[src/rtl/mem_stage_pkg.sv]
// mem_stage_pkg: definitions shared across the pipeline.
//   - Operand/forwarding selects (RS_DATA, FWD_*), used by the execute stage.
//   - Write-back mux encodings. WB_MEM marks a load.
//   - funct3 load/store size encodings.
//   - Helpers that decode the access width and build byte lanes.
package mem_stage_pkg;

    // Operand source selects for the execute-stage forwarding muxes
    localparam logic [1:0] RS_DATA = 2'b00;
    localparam logic [1:0] FWD_EX  = 2'b01;
    localparam logic [1:0] FWD_MEM = 2'b10;

    // Write-back source selects
    localparam logic [1:0] WB_ALU  = 2'b00;
    localparam logic [1:0] WB_MEM  = 2'b01;
    localparam logic [1:0] WB_PC4  = 2'b10;

    // funct3 size encodings for loads/stores
    localparam logic [2:0] MEM_LB  = 3'b000;
    localparam logic [2:0] MEM_LH  = 3'b001;
    localparam logic [2:0] MEM_LW  = 3'b010;
    localparam logic [2:0] MEM_LBU = 3'b100;
    localparam logic [2:0] MEM_LHU = 3'b101;

    typedef enum logic [1:0] {
        SZ_BYTE,
        SZ_HALF,
        SZ_WORD
    } acc_size_e;

    // Any encoding not listed above falls back to a full word access.
    function automatic acc_size_e decode_size(input logic [2:0] f3);
        case (f3)
            MEM_LB, MEM_LBU: return SZ_BYTE;
            MEM_LH, MEM_LHU: return SZ_HALF;
            default:         return SZ_WORD;
        endcase
    endfunction

    function automatic logic [3:0] byte_enables(input acc_size_e sz, input logic [1:0] off);
        case (sz)
            SZ_BYTE: return 4'b0001 << off;
            SZ_HALF: return 4'b0011 << off;
            default: return 4'b1111;
        endcase
    endfunction

    // Store data goes out on every lane, so the slave picks lanes purely by byte enable
    function automatic logic [31:0] replicate(input acc_size_e sz, input logic [31:0] d);
        case (sz)
            SZ_BYTE: return {4{d[7:0]}};
            SZ_HALF: return {2{d[15:0]}};
            default: return d;
        endcase
    endfunction

endpackage

[src/rtl/mem_stage_load_align.sv]
// mem_stage_load_align: combinational load data alignment.
// Picks the addressed byte or halfword out of the bus word, then sign- or
// zero-extends it according to funct3.
//   rdata  in  32  raw word from the data bus
//   offset in  2   address bits [1:0]
//   size   in  3   funct3 (unknown encodings behave as LW)
//   data   out 32  aligned, extended load value
module mem_stage_load_align
    import mem_stage_pkg::*;
(
    input  logic [31:0] rdata,
    input  logic [1:0]  offset,
    input  logic [2:0]  size,
    output logic [31:0] data
);

    logic [7:0]  byte_sel;
    logic [15:0] half_sel;

    always_comb begin
        case (offset)
            2'd0:    byte_sel = rdata[7:0];
            2'd1:    byte_sel = rdata[15:8];
            2'd2:    byte_sel = rdata[23:16];
            default: byte_sel = rdata[31:24];
        endcase
        half_sel = offset[1] ? rdata[31:16] : rdata[15:0];
    end

    always_comb begin
        case (size)
            MEM_LB:  data = {{24{byte_sel[7]}}, byte_sel};
            MEM_LBU: data = {24'd0, byte_sel};
            MEM_LH:  data = {{16{half_sel[15]}}, half_sel};
            MEM_LHU: data = {16'd0, half_sel};
            default: data = rdata;
        endcase
    end

endmodule

[src/rtl/mem_stage.sv]
// mem_stage: pipeline memory stage with a ready/valid-style data bus.
// Non-memory ops pass to write-back with one cycle of latency. Loads and
// stores raise dmem_req in the same cycle they arrive. While the bus holds
// off, stall freezes upstream, which keeps the request inputs constant.
// A misaligned access is never issued. A bus that never answers is
// abandoned after TIMEOUT_CYCLES stalled cycles. Both of these cases
// produce a one-cycle mem_err pulse and a write-back bubble.
// Ports:
//   clk, rst_n                 clock, async active-low reset
//   alu_result, store_data     address/result and rs2 from execute
//   mem_size                   funct3 access size
//   rd_addr, reg_write, mem_write, wb_mux  control from execute
//   dmem_req/we/addr/wdata/be  data bus request (req is combinational)
//   dmem_ready, dmem_rdata     data bus response
//   stall                      freeze upstream stages
//   rd_addr_out, reg_write_out, wb_data_out, wb_mux_out  to write-back
//   mem_err                    misaligned/timeout pulse
module mem_stage
    import mem_stage_pkg::*;
#(
    parameter int TIMEOUT_CYCLES = 255
) (
    input  logic        clk,
    input  logic        rst_n,
    input  logic [31:0] alu_result,
    input  logic [31:0] store_data,
    input  logic [2:0]  mem_size,
    input  logic [4:0]  rd_addr,
    input  logic        reg_write,
    input  logic        mem_write,
    input  logic [1:0]  wb_mux,
    output logic        dmem_req,
    output logic        dmem_we,
    output logic [31:0] dmem_addr,
    output logic [31:0] dmem_wdata,
    output logic [3:0]  dmem_be,
    input  logic        dmem_ready,
    input  logic [31:0] dmem_rdata,
    output logic        stall,
    output logic [4:0]  rd_addr_out,
    output logic        reg_write_out,
    output logic [31:0] wb_data_out,
    output logic [1:0]  wb_mux_out,
    output logic        mem_err
);

    typedef enum logic {
        IDLE,
        WAIT
    } state_e;

    // The issue cycle in IDLE counts as one waiting cycle. WAIT therefore
    // gives up once the counter reaches TIMEOUT_CYCLES-1. That gives
    // exactly TIMEOUT_CYCLES stalled cycles before the abort.
    localparam logic [7:0] TO_LAST = 8'(TIMEOUT_CYCLES - 1);

    state_e      state_q, state_d;
    logic [7:0]  cnt_q, cnt_d;
    logic [4:0]  rd_addr_q, rd_addr_d;
    logic        reg_write_q, reg_write_d;
    logic [31:0] wb_data_q, wb_data_d;
    logic [1:0]  wb_mux_q, wb_mux_d;
    logic        mem_err_q, mem_err_d;

    acc_size_e   acc_size;
    logic [1:0]  offset;
    logic        mem_op;
    logic        misaligned;
    logic        timeout_hit;
    logic        req;
    logic [31:0] load_data;

    assign acc_size    = decode_size(mem_size);
    assign offset      = alu_result[1:0];
    assign mem_op      = mem_write | (wb_mux == WB_MEM);
    assign misaligned  = mem_op & (((acc_size == SZ_HALF) & offset[0]) |
                                   ((acc_size == SZ_WORD) & (offset != 2'b00)));
    assign timeout_hit = (state_q == WAIT) && (cnt_q == TO_LAST);

    // rst_n gates the request so that nothing reaches the bus during reset
    assign req        = rst_n & mem_op & ~misaligned & ~timeout_hit;
    assign dmem_req   = req;
    assign dmem_we    = mem_write;
    assign dmem_addr  = {alu_result[31:2], 2'b00};
    assign dmem_be    = byte_enables(acc_size, offset);
    assign dmem_wdata = replicate(acc_size, store_data);
    assign stall      = req & ~dmem_ready;

    mem_stage_load_align u_load_align (
        .rdata  (dmem_rdata),
        .offset (offset),
        .size   (mem_size),
        .data   (load_data)
    );

    // Bus handshake FSM
    always_comb begin
        state_d = state_q;
        cnt_d   = cnt_q;
        case (state_q)
            IDLE: begin
                if (req && !dmem_ready) begin
                    state_d = WAIT;
                    cnt_d   = 8'd0;
                end
            end
            WAIT: begin
                if (dmem_ready || timeout_hit) begin
                    state_d = IDLE;
                    cnt_d   = 8'd0;
                end else begin
                    cnt_d = cnt_q + 8'd1;
                end
            end
            default: begin
                state_d = IDLE;
                cnt_d   = 8'd0;
            end
        endcase
    end

    // Write-back register. The default is a bubble. Only a completed
    // non-memory op or a completed load writes.
    always_comb begin
        rd_addr_d   = rd_addr;
        wb_mux_d    = wb_mux;
        wb_data_d   = alu_result;
        reg_write_d = 1'b0;
        mem_err_d   = 1'b0;
        if (!mem_op) begin
            reg_write_d = reg_write;
        end else if (misaligned || timeout_hit) begin
            mem_err_d = 1'b1;
        end else if (dmem_ready && !mem_write) begin
            reg_write_d = reg_write;
            wb_data_d   = load_data;
        end
    end

    always_ff @(posedge clk or negedge rst_n) begin
        if (!rst_n) begin
            state_q     <= IDLE;
            cnt_q       <= 8'd0;
            rd_addr_q   <= 5'd0;
            reg_write_q <= 1'b0;
            wb_data_q   <= 32'd0;
            wb_mux_q    <= 2'd0;
            mem_err_q   <= 1'b0;
        end else begin
            state_q     <= state_d;
            cnt_q       <= cnt_d;
            rd_addr_q   <= rd_addr_d;
            reg_write_q <= reg_write_d;
            wb_data_q   <= wb_data_d;
            wb_mux_q    <= wb_mux_d;
            mem_err_q   <= mem_err_d;
        end
    end

    assign rd_addr_out   = rd_addr_q;
    assign reg_write_out = reg_write_q;
    assign wb_data_out   = wb_data_q;
    assign wb_mux_out    = wb_mux_q;
    assign mem_err       = mem_err_q;

endmodule

[config.mk]
export PLATFORM = sky130hd
export DESIGN_NAME = mem_stage
export DESIGN_NICKNAME = d
export VERILOG_FILES = /design/src/rtl/mem_stage_pkg.sv /design/src/rtl/mem_stage_load_align.sv /design/src/rtl/mem_stage.sv
export SDC_FILE = /design/constraint.sdc
export NUM_CORES = 1
export LEC_CHECK = 0
export ABC_AREA = 0
export BUFFER_PORTS_ARGS = -buffer_cell sky130_fd_sc_hd__buf_4
export CAP_MARGIN = 5
export CELL_PAD_IN_SITES_DETAIL_PLACEMENT = 0
export CELL_PAD_IN_SITES_GLOBAL_PLACEMENT = 1
export CORE_MARGIN = 5
export CORE_UTILIZATION = 32
export CTS_CLUSTER_DIAMETER = 100
export DETAILED_ROUTE_END_ITERATION = 7
export GPL_TIMING_DRIVEN = 0
export HOLD_SLACK_MARGIN = 0.1
export PLACE_DENSITY_LB_ADDON = 0.1
export SLEW_MARGIN = 5
export SYNTH_ARGS = -nofsm -noshare
export SYNTH_HDL_FRONTEND = slang
export SYNTH_SLANG_ARGS = --single-unit
export TNS_END_PERCENT = 10
[constraint.sdc]
create_clock -name clk -period 3 [get_ports clk]
set_input_delay 0 -clock clk [delete_from_list [all_inputs] [get_ports clk]]
set_output_delay 0 -clock clk [all_outputs]
set_load 0.05 [all_outputs]
==> impl_metrics.csv <==
group,metric,value,unit
status,status,"finished, final reports clean",
hold_path,hold_path_class,"in -> reg",
placement,placed_area,0.005130,mm2
cts,cts.sinks,50,
logic_synthesis,async_flop_share,100.0,%
cts,cts_tree,"built",
floorplan,die_height,112.0,um
cts,numCtsBuffers,5,
cts,cts_buffer_depth,2,
route,drt-initial-drc-count,121,
logic_synthesis,synth.distinct_cells,48,
floorplan,initial_core_util,32.52,%
global_route,grt_pass1_wl,20510,um
cells_and_area,multiInputGateArea,0.001597,mm2
timing,setup_slack,0.5554,ns
placement,gp_congestion,0.8126,
critical_path,path_class,"reg -> reg",
logic_synthesis,yosysWarningCount,0,
job,drv_cap,0,
cts,worstSkewPairLatency,0.31,ns
timing,fin_crit_sh,81.49,%
timing,timing.fmax,409.1,MHz
route,viasPerCell,4.801,
critical_path,path_max_fanout,10,
logic_synthesis,syn_area,0.003327,mm2
cells_and_area,fillers,893,
timing,min_period,2.445,ns
power_and_ir_drop,power_density,374.5,mW/mm2
global_route,grt_pass1_vias,3986,
critical_path,setup.worst_path.end_class,"register",
power_and_ir_drop,leakagePower,2.846,nW
placement,pre_cts_ws,1.088,ns
route,drt_wl_total,13120,um
global_route,grtUsageTotal,20.12,%
logic_synthesis,seq_area_frac_synth,37.61,%
critical_path,worstPathArrival,2.65,ns
logic_synthesis,ys.flop_type,"dfrtp_1",
global_route,grt_max_degree,53,
floorplan,placementRows,37,
cells_and_area,drive_above_1_share,49.69,%
placement,portBuffers,217,
cts,clk_pin_slew_worst_paths,0.10,ns
floorplan,die-area,0.01254,mm2
placement,dp_cells,709,
timing,hold_viol_final,0,
timing,final-max-slew-violation-count,0,
cts,cts_resized,0,
cts,h-tree-depth,2,
logic_synthesis,ys_ff_latch,50,
floorplan,core_area,0.01023,mm2
floorplan,die_x,112.0,um
critical_path,cp_slowest_cell,"dlygate4sd3_1",
global_route,grt_overflow,0,
cells_and_area,instances_no_fill,784,
cts,cts_root_buf,"clkbuf_8",
timing,finalSetupViolations,0,
global_route,antenna_found_initial,0,
critical_path,start_kind,"register",
cells_and_area,layout-area-overhead-vs-synth,77.74,%
timing,rsz0062_at_grt,"false",
cells_and_area,regArea,0.001251,mm2
route,drc,0,
power_and_ir_drop,p_total,2.215,mW
route,routedWlPerCell,16.73,um
route,vias,3764,
logic_synthesis,syn_inst,355,
timing,tightest_slew,0.7976,ns
timing,setup_tns,0,ns
timing,slew_headroom,46.42,%
logic_synthesis,synth.avg_cell_area,9.372,um2
placement,dp_hpwl,10140,um
critical_path,crit_required,3.20,ns
critical_path,worstPathCellList,"inv_1 > ha_1 > nand4_1 > nor2_4 > nor3_4 > buf_6 > buf_6 > a31oi_1 > dlygate4sd3_1",
cells_and_area,fin_nets,760,
cells_and_area,antennaDiodeCount,0,
route,antenna_left,0,
power_and_ir_drop,vdd_drop_max,206.8,uV
critical_path,cp_common_cell,"buf_6",
timing,fin_skew,0.004959,ns
floorplan,ios,223,
route,first_pass_iters,5,
critical_path,cp_slowest_stage_delay,0.57,ns
logic_synthesis,synth_edf_count,0,
cells_and_area,design_area,0.005913,mm2
-- metrics by stage --
stage / utilization, % / hold WS [ns]
floorplan: - / -0.2956
global placement: 50.14 / 0.07251
detailed placement: 50.14 / 0.08416
CTS: 57.80 / 0.1295
global route: 57.80 / 0.1430
finish: 57.80 / 0.1367
-- what timing repair did --
item / 4_1_cts / 5_1_grt
setup buffers: 0 / 0
hold buffers: 67 / 0
hold endpoints to repair: 93 / 0
-- sequential cells by signal, indices dropped and copies added, names as in the netlist --
register	flops
wb_mux_out	2
wb_data_out	32
mem_err	1
cnt_q	8
rd_addr_out	5
state_q	1
reg_write_out	1
-- per-layer routing --
layer	routed length [um]	GRT usage, %	vias up
met1	4989	23.19	1763
met3	1087	5.707	22
met4	347	5.689	0
met2	6693	36.33	165
met5	0	0	-
li1	-	-	1814
-- cell families after synthesis --
kind of cell / count (synthesis) / synth area share (%)
AOI/OAI and AO/OA: 99 / 18.47
buffers and inverters: 76 / 14.52
muxes: 44 / 15.42
xor gates and xnor gates: 1 / 0.2633
other: 1 / 0.1127
adders and majority gates: 2 / 0.7520
and+or+nand+nor: 82 / 12.86
DFF: 50 / 37.61
-- worst max-delay path, delay by kind of cell, from the launching register on --
kind | cells | cell delay [ns]
buffers and inverters | 4 | 1.05
AND/OR/NAND/NOR | 3 | 0.60
AO/OA/AOI/OAI | 1 | 0.09
adder cells (fa/ha/maj) | 1 | 0.21
flip-flops | 1 | 0.38
-- cells in the final DEF, fill, tap and decap left out, types with 10 or more instances in the layout --
cell type	count
dlygate4sd3_1	67
inv_1	12
mux2_2	28
a21oi_1	40
nor2b_1	12
a31oi_1	17
buf_4	260
nand2_1	38
dfrtp_1	50
o21ai_0	13
mux2i_1	10
buf_2	10
-- synthesized netlist by cell type, drive strengths merged, types with 3 or more instances --
master   n  area share [%]
a31oi   17             3.2
a222oi   6             1.8
inv     12             1.4
mux2    33              12
nand2b   3            0.56
o21bai   3            0.68
a21oi   41             6.5
buf     56              12
mux2i   10             3.0
o21ai   16             2.4
dfrtp   50              38
nand3    3            0.45
o22ai    3            0.56
o211ai   5             1.3
nor3     6             1.2
nor2b   12             2.3
nand2   38             4.3
clkbuf   8            0.94
nor2     9             1.3
-- where the power goes --
group	leakage (nW)	internal, mW	switching (mW)	total [mW]
Sequential	0.603	0.713	0.0160	0.729
Clock	0.0585	0.251	0.249	0.499
Combinational	2.18	0.400	0.586	0.986
Total	2.85	1.36	0.851	2.21
-- area by class of cell --
type,instances,share of cell area [%]
Buffer,64,7.406
Clock buffer,5,1.164
Clock inverter,3,0.7406
Inverter,12,0.7617
Multi-Input combinational cell,230,27.00
Sequential cell,50,21.16
Tap cell,136,2.878
Timing Repair Buffer,284,38.89
-- worst paths after layout --
check / start / to / slack (ns) / depth (start not counted)
worst max register to register: cnt_q[0]$_DFFE_PN0P_ / wb_data_out[30]$_DFF_PN0_ / 0.56 / 9
worst min register to register: cnt_q[4]$_DFFE_PN0P_ / cnt_q[4]$_DFFE_PN0P_ / 0.59 / 1
worst min-delay path: dmem_rdata[7] / wb_data_out[7]$_DFF_PN0_ / 0.14 / 4
worst max-delay path: cnt_q[0]$_DFFE_PN0P_ / wb_data_out[30]$_DFF_PN0_ / 0.56 / 9
min in group asynchronous: rst_n / wb_data_out[3]$_DFF_PN0_ / 0.26 / 2
max in group asynchronous: rst_n / rd_addr_out[1]$_DFF_PN0_ / 2.29 / 2
(Power assumes the default switching activity.)
